$ cat src/rtl/alu_result_stage.sv
// Registered 2-entry skid buffer for ALU result words, with sticky flag and
// accepted-result count status for the sequencing controller.
//
// state | meaning
// EMPTY | no word held, out_valid=0
// ONE   | output register holds a word, skid entry free
// TWO   | output and skid entries both hold words, upstream stalled
module alu_result_stage #(
  parameter int W_R   = 5,
  parameter int CNT_W = 8
) (
  input  logic             clk,
  input  logic             rst_n,
  input  logic             in_valid,
  output logic             in_ready,
  input  logic [W_R-1:0]   R_in,
  input  logic             DZF_in,
  input  logic             SF_in,
  input  logic             ZF_in,
  output logic             out_valid,
  input  logic             out_ready,
  output logic [W_R-1:0]   R,
  output logic             DZF,
  output logic             SF,
  output logic             ZF,
  input  logic             clr_sticky,
  output logic             DZF_sticky,
  output logic             SF_sticky,
  output logic             ZF_sticky,
  output logic [CNT_W-1:0] res_cnt
);

  typedef enum logic [1:0] {
    EMPTY = 2'd0,
    ONE   = 2'd1,
    TWO   = 2'd2
  } state_e;

  state_e           state_q, state_d;
  logic             in_ready_q, in_ready_d;
  logic [W_R-1:0]   out_r_q, out_r_d, skid_r_q, skid_r_d;
  logic             out_dzf_q, out_dzf_d, out_sf_q, out_sf_d, out_zf_q, out_zf_d;
  logic             skid_dzf_q, skid_dzf_d, skid_sf_q, skid_sf_d, skid_zf_q, skid_zf_d;
  logic             dzf_st_q, dzf_st_d, sf_st_q, sf_st_d, zf_st_q, zf_st_d;
  logic [CNT_W-1:0] cnt_q, cnt_d;

  logic             accept, pop;
  logic [W_R-1:0]   m_r;
  logic             m_sf, m_zf;

  assign accept = in_valid & in_ready_q;
  assign pop    = (state_q != EMPTY) & out_ready;

  // A divide-by-zero word carries no meaningful result or sign/zero flags.
  assign m_r  = DZF_in ? '0 : R_in;
  assign m_sf = DZF_in ? 1'b0 : SF_in;
  assign m_zf = DZF_in ? 1'b0 : ZF_in;

  always_comb begin
    state_d    = state_q;
    out_r_d    = out_r_q;
    out_dzf_d  = out_dzf_q;
    out_sf_d   = out_sf_q;
    out_zf_d   = out_zf_q;
    skid_r_d   = skid_r_q;
    skid_dzf_d = skid_dzf_q;
    skid_sf_d  = skid_sf_q;
    skid_zf_d  = skid_zf_q;
    unique case (state_q)
      EMPTY: begin
        if (accept) begin
          state_d   = ONE;
          out_r_d   = m_r;
          out_dzf_d = DZF_in;
          out_sf_d  = m_sf;
          out_zf_d  = m_zf;
        end
      end
      ONE: begin
        if (accept && !pop) begin
          state_d    = TWO;
          skid_r_d   = m_r;
          skid_dzf_d = DZF_in;
          skid_sf_d  = m_sf;
          skid_zf_d  = m_zf;
        end else if (accept && pop) begin
          out_r_d   = m_r;
          out_dzf_d = DZF_in;
          out_sf_d  = m_sf;
          out_zf_d  = m_zf;
        end else if (pop) begin
          state_d = EMPTY;
        end
      end
      TWO: begin
        if (pop) begin
          state_d   = ONE;
          out_r_d   = skid_r_q;
          out_dzf_d = skid_dzf_q;
          out_sf_d  = skid_sf_q;
          out_zf_d  = skid_zf_q;
        end
      end
      default: state_d = EMPTY;
    endcase
  end

  // in_ready is a register so it never depends combinationally on out_ready.
  assign in_ready_d = (state_d != TWO);

  always_comb begin
    dzf_st_d = dzf_st_q;
    sf_st_d  = sf_st_q;
    zf_st_d  = zf_st_q;
    cnt_d    = cnt_q;
    if (clr_sticky) begin
      dzf_st_d = accept & DZF_in;
      sf_st_d  = accept & m_sf;
      zf_st_d  = accept & m_zf;
      cnt_d    = accept ? CNT_W'(1) : '0;
    end else if (accept) begin
      dzf_st_d = dzf_st_q | DZF_in;
      sf_st_d  = sf_st_q | m_sf;
      zf_st_d  = zf_st_q | m_zf;
      if (!(&cnt_q)) cnt_d = cnt_q + CNT_W'(1);
    end
  end

  always_ff @(posedge clk) begin
    if (!rst_n) begin
      state_q    <= EMPTY;
      in_ready_q <= 1'b1;
      out_r_q    <= '0;
      out_dzf_q  <= 1'b0;
      out_sf_q   <= 1'b0;
      out_zf_q   <= 1'b0;
      skid_r_q   <= '0;
      skid_dzf_q <= 1'b0;
      skid_sf_q  <= 1'b0;
      skid_zf_q  <= 1'b0;
      dzf_st_q   <= 1'b0;
      sf_st_q    <= 1'b0;
      zf_st_q    <= 1'b0;
      cnt_q      <= '0;
    end else begin
      state_q    <= state_d;
      in_ready_q <= in_ready_d;
      out_r_q    <= out_r_d;
      out_dzf_q  <= out_dzf_d;
      out_sf_q   <= out_sf_d;
      out_zf_q   <= out_zf_d;
      skid_r_q   <= skid_r_d;
      skid_dzf_q <= skid_dzf_d;
      skid_sf_q  <= skid_sf_d;
      skid_zf_q  <= skid_zf_d;
      dzf_st_q   <= dzf_st_d;
      sf_st_q    <= sf_st_d;
      zf_st_q    <= zf_st_d;
      cnt_q      <= cnt_d;
    end
  end

  assign in_ready   = in_ready_q;
  assign out_valid  = (state_q != EMPTY);
  assign R          = out_r_q;
  assign DZF        = out_dzf_q;
  assign SF         = out_sf_q;
  assign ZF         = out_zf_q;
  assign DZF_sticky = dzf_st_q;
  assign SF_sticky  = sf_st_q;
  assign ZF_sticky  = zf_st_q;
  assign res_cnt    = cnt_q;

endmodule

$ cat config.mk
export PLATFORM = sky130hd
export DESIGN_NAME = alu_result_stage
export DESIGN_NICKNAME = d
export VERILOG_FILES = /design/src/rtl/alu_result_stage.sv
export SDC_FILE = /design/constraint.sdc
export NUM_CORES = 1
export LEC_CHECK = 0
export CAP_MARGIN = 10
export CORE_MARGIN = 2
export CORE_UTILIZATION = 43
export CTS_BUF_LIST = sky130_fd_sc_hd__clkbuf_16
export DETAILED_ROUTE_END_ITERATION = 16
export GPL_TIMING_DRIVEN = 0
export PLACE_DENSITY = 0.7
export SKIP_CTS_REPAIR_TIMING = 1
export SKIP_LAST_GASP = 1
export SLEW_MARGIN = 20
export SYNTH_ARGS = -nofsm -noshare
export SYNTH_HDL_FRONTEND = slang
export SYNTH_SLANG_ARGS = --single-unit
export TNS_END_PERCENT = 100
$ cat constraint.sdc
create_clock -name clk -period 2.19 [get_ports clk]
set_clock_uncertainty 0.1 [all_clocks]
set_input_delay 0.5475 -clock clk [delete_from_list [all_inputs] [get_ports clk]]
set_output_delay 0.5475 -clock clk [all_outputs]
set_load 0.02 [all_outputs]
==> metrics.cfg, run 1 <==
[worst_setup_path]
worst_setup_path_end_kind=output port
reg2reg_to=res_cnt[0]
slowest_stage=clkdlybuf4s50_1
rr_startpoint=in_ready
cpPeakStageDelay_ns=0.66
crit_required_ns=1.54
r2r_slack_ns=0.66
crit_family=buffers and inverters
reg2reg_depth=4
crit_chain=clkdlybuf4s50_1
path_class=reg2out
arrival_ns=1.42
critPathLaunchType=register
cp_num_buf_inv=1
crit_fanout=9

[layout]
drive_gt1_share_pct=9.14
fin_area_um2=1960
diodes=0
fin_nets=200
area_growth_pct=35.5

[power_and_ir_drop]
power_leakage_nw=0.868
p_per_area_nw_per_um2=712
sw_frac_of_total_pct=22.7
ir_drop_v=0.000446
power.share.combinational_pct=13.9
intPower_mw=1.08
power.switching_uw=316
finalPower_mw=1.39
clkPwrFrac_pct=44.1
share_seq_of_total_power_pct=42.0

[timing]
maxSlewHeadroom_pct=73.8
post-route-min-period_ns=2.07
finalHoldViolCount=0
rsz0062_at_grt=false
slew_violations=0
setup-tns-final_ns=0
timing.hold.ws_ns=0.397
tightest_slew_ns=0.393
timing.final.ws_setup_ns=0.123
fmax_mhz=484
period_share_pct=94.4
setup_viol=0

[logic_synthesis]
ys_ff_latch=30
synth-main-ff-cell=dfxtp_1
syn_area_per_cell_um2=9.82
synth_edf_count=0
ys_types=37
synthTopCellsByArea=dfxtp_1 42%, mux2i_1 15%, nor2b_1 9.1%
yosys-top-cells-count=30 x dfxtp_1, 21 x mux2i_1, 21 x nor2b_1
synth_nets=161
synth_cells=147
synth_most_common_cell=dfxtp_1
synth_top_area_share_pct=41.6
synthArstFlopShare_pct=0
seq_area_frac_synth_pct=41.6
synth_area_leader_cell=dfxtp_1
syn_area_um2=1440
ys.warnings.count=0

[route]
antenna_left=0
route.detailed.drc=0
detail_route.iter0.violations=63
wire_per_inst_um=12.2
via_per_inst=4.99
vias=1158
dr.pass1.iters=4
wirelength_um=2840

[clock_tree]
htree_levels=2
clock_latency_ns=0.27
cts.sinks=30
cts_buffers=5
root_buffer=clkbuf_16
clkTransAtPathRegs_ns=0.05
clock_tree.buffer_depth=2
cts_tree=done

[placed_design]
routabilityCongestion=0.786
dp_slack_ns=-0.0211
post-dp-hpwl_um=2160
postPlaceCellArea_um2=1820
io_buffer_count=32

[hold_path]
hold_path_end=R[2]
hp-start=R[2]
hold-path-cell-count=1
hold_path.class=reg2reg

[global_routing]
antenna_found_initial=0
grt_pass1_vias=1076
track_usage_pct=16.9
grt-ovfl-total=0
grt_pass1_wl_um=4620
grt_max_degree=11

[floorplanning]
core_area_um2=3280
boundaryPins=34
die_y_um=61.9
dieArea_um2=3840
row_count=21
initial_core_util_pct=44.0
die_w_um=61.9

[run]
maxCapViolCount=0

[status]
outcome=finished, final reports clean

sequential cells by signal (all words and copies together) (netlist names), 2 cells and up:
name and flops:
res_cnt 8, R 5, skid_r_q 5, state_q 2
kinds of logic after synthesis:
kind of cell / Yosys count / share of synthesized area [%]
flops: 30 / 41.6
fa+ha+maj: 1 / 0.866
mux: 21 / 14.6
buf+inv: 9 / 3.73
simple gates: 62 / 25.4
compound gates: 22 / 12.7
xor+xnor: 2 / 1.21
power by group through the flow:
| stage | Sequential [mW] | Clock (mW) | Combinational, mW |
|---|---|---|---|
| floorplan | 0.617 | 0 | 0.0936 |
| global placement | 0.595 | 0 | 0.194 |
| detailed placement | 0.596 | 0 | 0.197 |
| CTS | 0.586 | 0.637 | 0.198 |
| global route | 0.588 | 0.662 | 0.214 |
| finish | 0.586 | 0.615 | 0.193 |
worst max-delay path by stage:
stage                from          to  slack, ns  depth (start not counted)
3_3_place_gp     in_valid  res_cnt[0]      -0.02                          5
2_1_floorplan    in_valid          SF       0.69                          5
5_1_grt        res_cnt[2]  res_cnt[2]       0.07                          1
3_5_place_dp     in_valid  res_cnt[0]      -0.02                          5
6_report       res_cnt[2]  res_cnt[2]       0.12                          1
4_1_cts        state_q[1]   out_valid      -0.03                          3
cell usage in the layout, fill, tap and decap left out, types with 2 or more instances in the layout:
cell type	netlist	routed
xor2_1	2	2
dfxtp_1	30	30
nand3_1	4	4
and4_1	2	2
o211ai_1	2	2
o21ai_0	2	2
clkbuf_2	2	2
o211a_1	8	8
clkbuf_1	2	2
nand2_1	11	11
a21oi_1	4	4
and4b_1	2	2
nand2b_1	2	2
nand4_1	2	2
nand3b_1	2	2
mux2i_1	21	21
nor2_1	7	7
buf_6	2	2
clkbuf_16	0	5
clkdlybuf4s50_1	0	31
buf_2	2	2
inv_1	1	3
nor2b_1	21	21
area by class of cell:
cell class	instances	area, um^2
Tap cell	46	57.6
Timing Repair Buffer	32	323
Multi-Input combinational cell	108	790
Sequential cell	30	601
Inverter	1	3.75
Clock buffer	5	125
Fill cell	315	1330
Buffer	8	50.0
Clock inverter	2	7.51
through the flow:
stage,util (%),std cells
global route,59.6,232
global placement,55.5,225
CTS,59.5,232
floorplan,-,147
detailed placement,55.5,225
finish,59.6,232
routing by layer:
layer | track usage, % | part of all wire, % | up-vias
li1 | - | - | 601
met5 | 0 | 0 | -
met3 | 6.21 | 4.3 | 4
met2 | 28.3 | 51 | 23
met4 | 7.29 | 1.2 | 0
met1 | 19.1 | 44 | 530
(Power assumes the default switching activity.)
==> run 2, diff against run 1 <==
--- a/config.mk
+++ b/config.mk
@@ -7,4 +7,5 @@
 export LEC_CHECK = 0
 export CAP_MARGIN = 10
+export CORE_ASPECT_RATIO = 2
 export CORE_MARGIN = 2
 export CORE_UTILIZATION = 43
==> constraint.sdc (replaced) <==
create_clock -name clk -period 2.19 [get_ports clk]
set_clock_uncertainty 0.1 [all_clocks]
set_input_delay 0.438 -clock clk [delete_from_list [all_inputs] [get_ports clk]]
set_output_delay 0.438 -clock clk [all_outputs]
set_load 0.02 [all_outputs]
==> metrics.cfg, run 2 (synthesis gave the netlist of run 1 again) <==
[worst_setup_path]
arrival_ns=1.57  ; +0.15 ns
path_class=reg2out
crit_required_ns=1.65  ; +0.11 ns
worst_setup_path_end_kind=output port
crit_fanout=8  ; -1
critPathLaunchType=register

[floorplanning]
core_area_um2=3190  ; -2.8%
dieArea_um2=3870  ; +0.74%
initial_core_util_pct=45.2  ; +1.3 points
die_y_um=86.0  ; +39%
boundaryPins=34  ; unchanged
die_w_um=45.0  ; -27%
row_count=29  ; +38%

[timing]
slew_violations=0  ; unchanged
maxSlewHeadroom_pct=72.5  ; -1.3 points
setup_viol=0  ; unchanged
timing.final.ws_setup_ns=0.0810  ; -0.0416 ns
rsz0062_at_grt=false
fmax_mhz=474  ; -2.0%
post-route-min-period_ns=2.11  ; +0.0416 ns
setup-tns-final_ns=0  ; unchanged
period_share_pct=96.3  ; +1.9 points
tightest_slew_ns=0.412  ; +0.0192 ns
finalHoldViolCount=0  ; unchanged

[layout]
fin_util_pct=60.8  ; +1.2 points
drive_gt1_share_pct=9.63  ; +0.49 points
largest_reg_flops=8  ; unchanged
fin_nets=200  ; unchanged
final_cell_mix=32 x clkdlybuf4s50_1, 30 x dfxtp_1, 21 x nor2b_1, 21 x mux2i_1, 11 x nand2_1
diodes=0  ; unchanged
area_growth_pct=34.4
fin_cells=218  ; -6.0%
layout_commonest_cell=clkdlybuf4s50_1
n_fill_cell=290  ; -7.9%

[route]
dr.pass1.iters=4  ; unchanged
vias=1198  ; +3.5%
detail_route.iter0.violations=9  ; -86%
wirelength_um=3210  ; +13%
route.detailed.drc=0  ; unchanged
wire_per_inst_um=14.7  ; +20%
via_per_inst=5.50  ; +10%
antenna_left=0  ; unchanged

[placed_design]
io_buffer_count=32  ; unchanged
routabilityCongestion=0.764  ; -2.9%
dp_slack_ns=0.0500  ; +0.0711 ns
placedCellCount=210  ; -6.7%
post-dp-hpwl_um=2410  ; +12%

[global_routing]
grt-ovfl-total=0  ; unchanged
grt_pass1_wl_um=5420  ; +17%
grt_pass1_vias=1199  ; +11%
grt_max_degree=11  ; unchanged
track_usage_pct=19.1  ; +2.3 points
antenna_found_initial=0  ; unchanged

[clock_tree]
cts.sinks=30  ; unchanged
htree_levels=2  ; unchanged
cts_tree=done
cts_buffers=5  ; unchanged
clock_latency_ns=0.28  ; about the same
clkTransAtPathRegs_ns=0.05  ; about the same
root_buffer=clkbuf_16
clock_tree.buffer_depth=2  ; unchanged

[power_and_ir_drop]
finalPower_mw=1.42  ; +1.8%
power_leakage_nw=0.855  ; -1.5%
ir_drop_v=0.000563  ; +26%
p_per_area_nw_per_um2=731  ; +2.7%

[hold_path]
hold_path.class=reg2reg

[run]
maxCapViolCount=0  ; unchanged

[status]
outcome=finished, final reports clean

==> run 2: layout make-up <==
cell class / instances / area, um^2 / area share (%)
Multi-Input combinational cell: 108 / 790 / 40.7
Sequential cell: 30 / 601 / 30.9
Timing Repair Buffer: 32 / 320 / 16.5
Clock buffer: 5 / 125 / 6.45
Buffer: 8 / 50.0 / 2.58
Tap cell: 31 / 38.8 / 2.00
Clock inverter: 3 / 12.5 / 0.645
Inverter: 1 / 3.75 / 0.193
==> run 2: worst paths after layout <==
kind	start	to	slack [ns]	cells after the start
min reg2reg	R[3]	R[3]	0.40	1
max reg2reg	state_q[1]	R[2]	0.62	6
min	R[3]	R[3]	0.40	1
max	state_q[1]	out_valid	0.08	3
==> run 2: metal layers <==
layer / part of all wire, % / up-vias / wire (um) / global-route usage (%)
met5: 0 / - / 0 / 0
met4: 2.4 / 0 / 77 / 9.63
met3: 4.2 / 7 / 134 / 4.21
met2: 57 / 30 / 1840 / 35.3
met1: 36 / 563 / 1160 / 18.3
li1: - / 598 / - / -
==> run 2: worst max-delay path, stage by stage (launching register included) <==
cell and delay, ns:
dfxtp_1 0.29, buf_2 0.17, or2_2 0.30, clkdlybuf4s50_1 0.54
==> run 2: power by group <==
part           switching (mW)  internal (mW)  leakage, nW
Sequential             0.0145          0.571        0.245
Combinational          0.0952          0.104        0.538
Clock                   0.227          0.409       0.0724
Total                   0.336           1.08        0.855
==> run 2: through the flow <==
stage / cell area, um^2 / hold slack (ns)
after floorplan: 1440 / 0.382
after global placement: 1800 / 0.382
after detailed placement: 1800 / 0.387
after CTS: 1940 / 0.398
after global routing: 1940 / 0.417
final: 1940 / 0.396
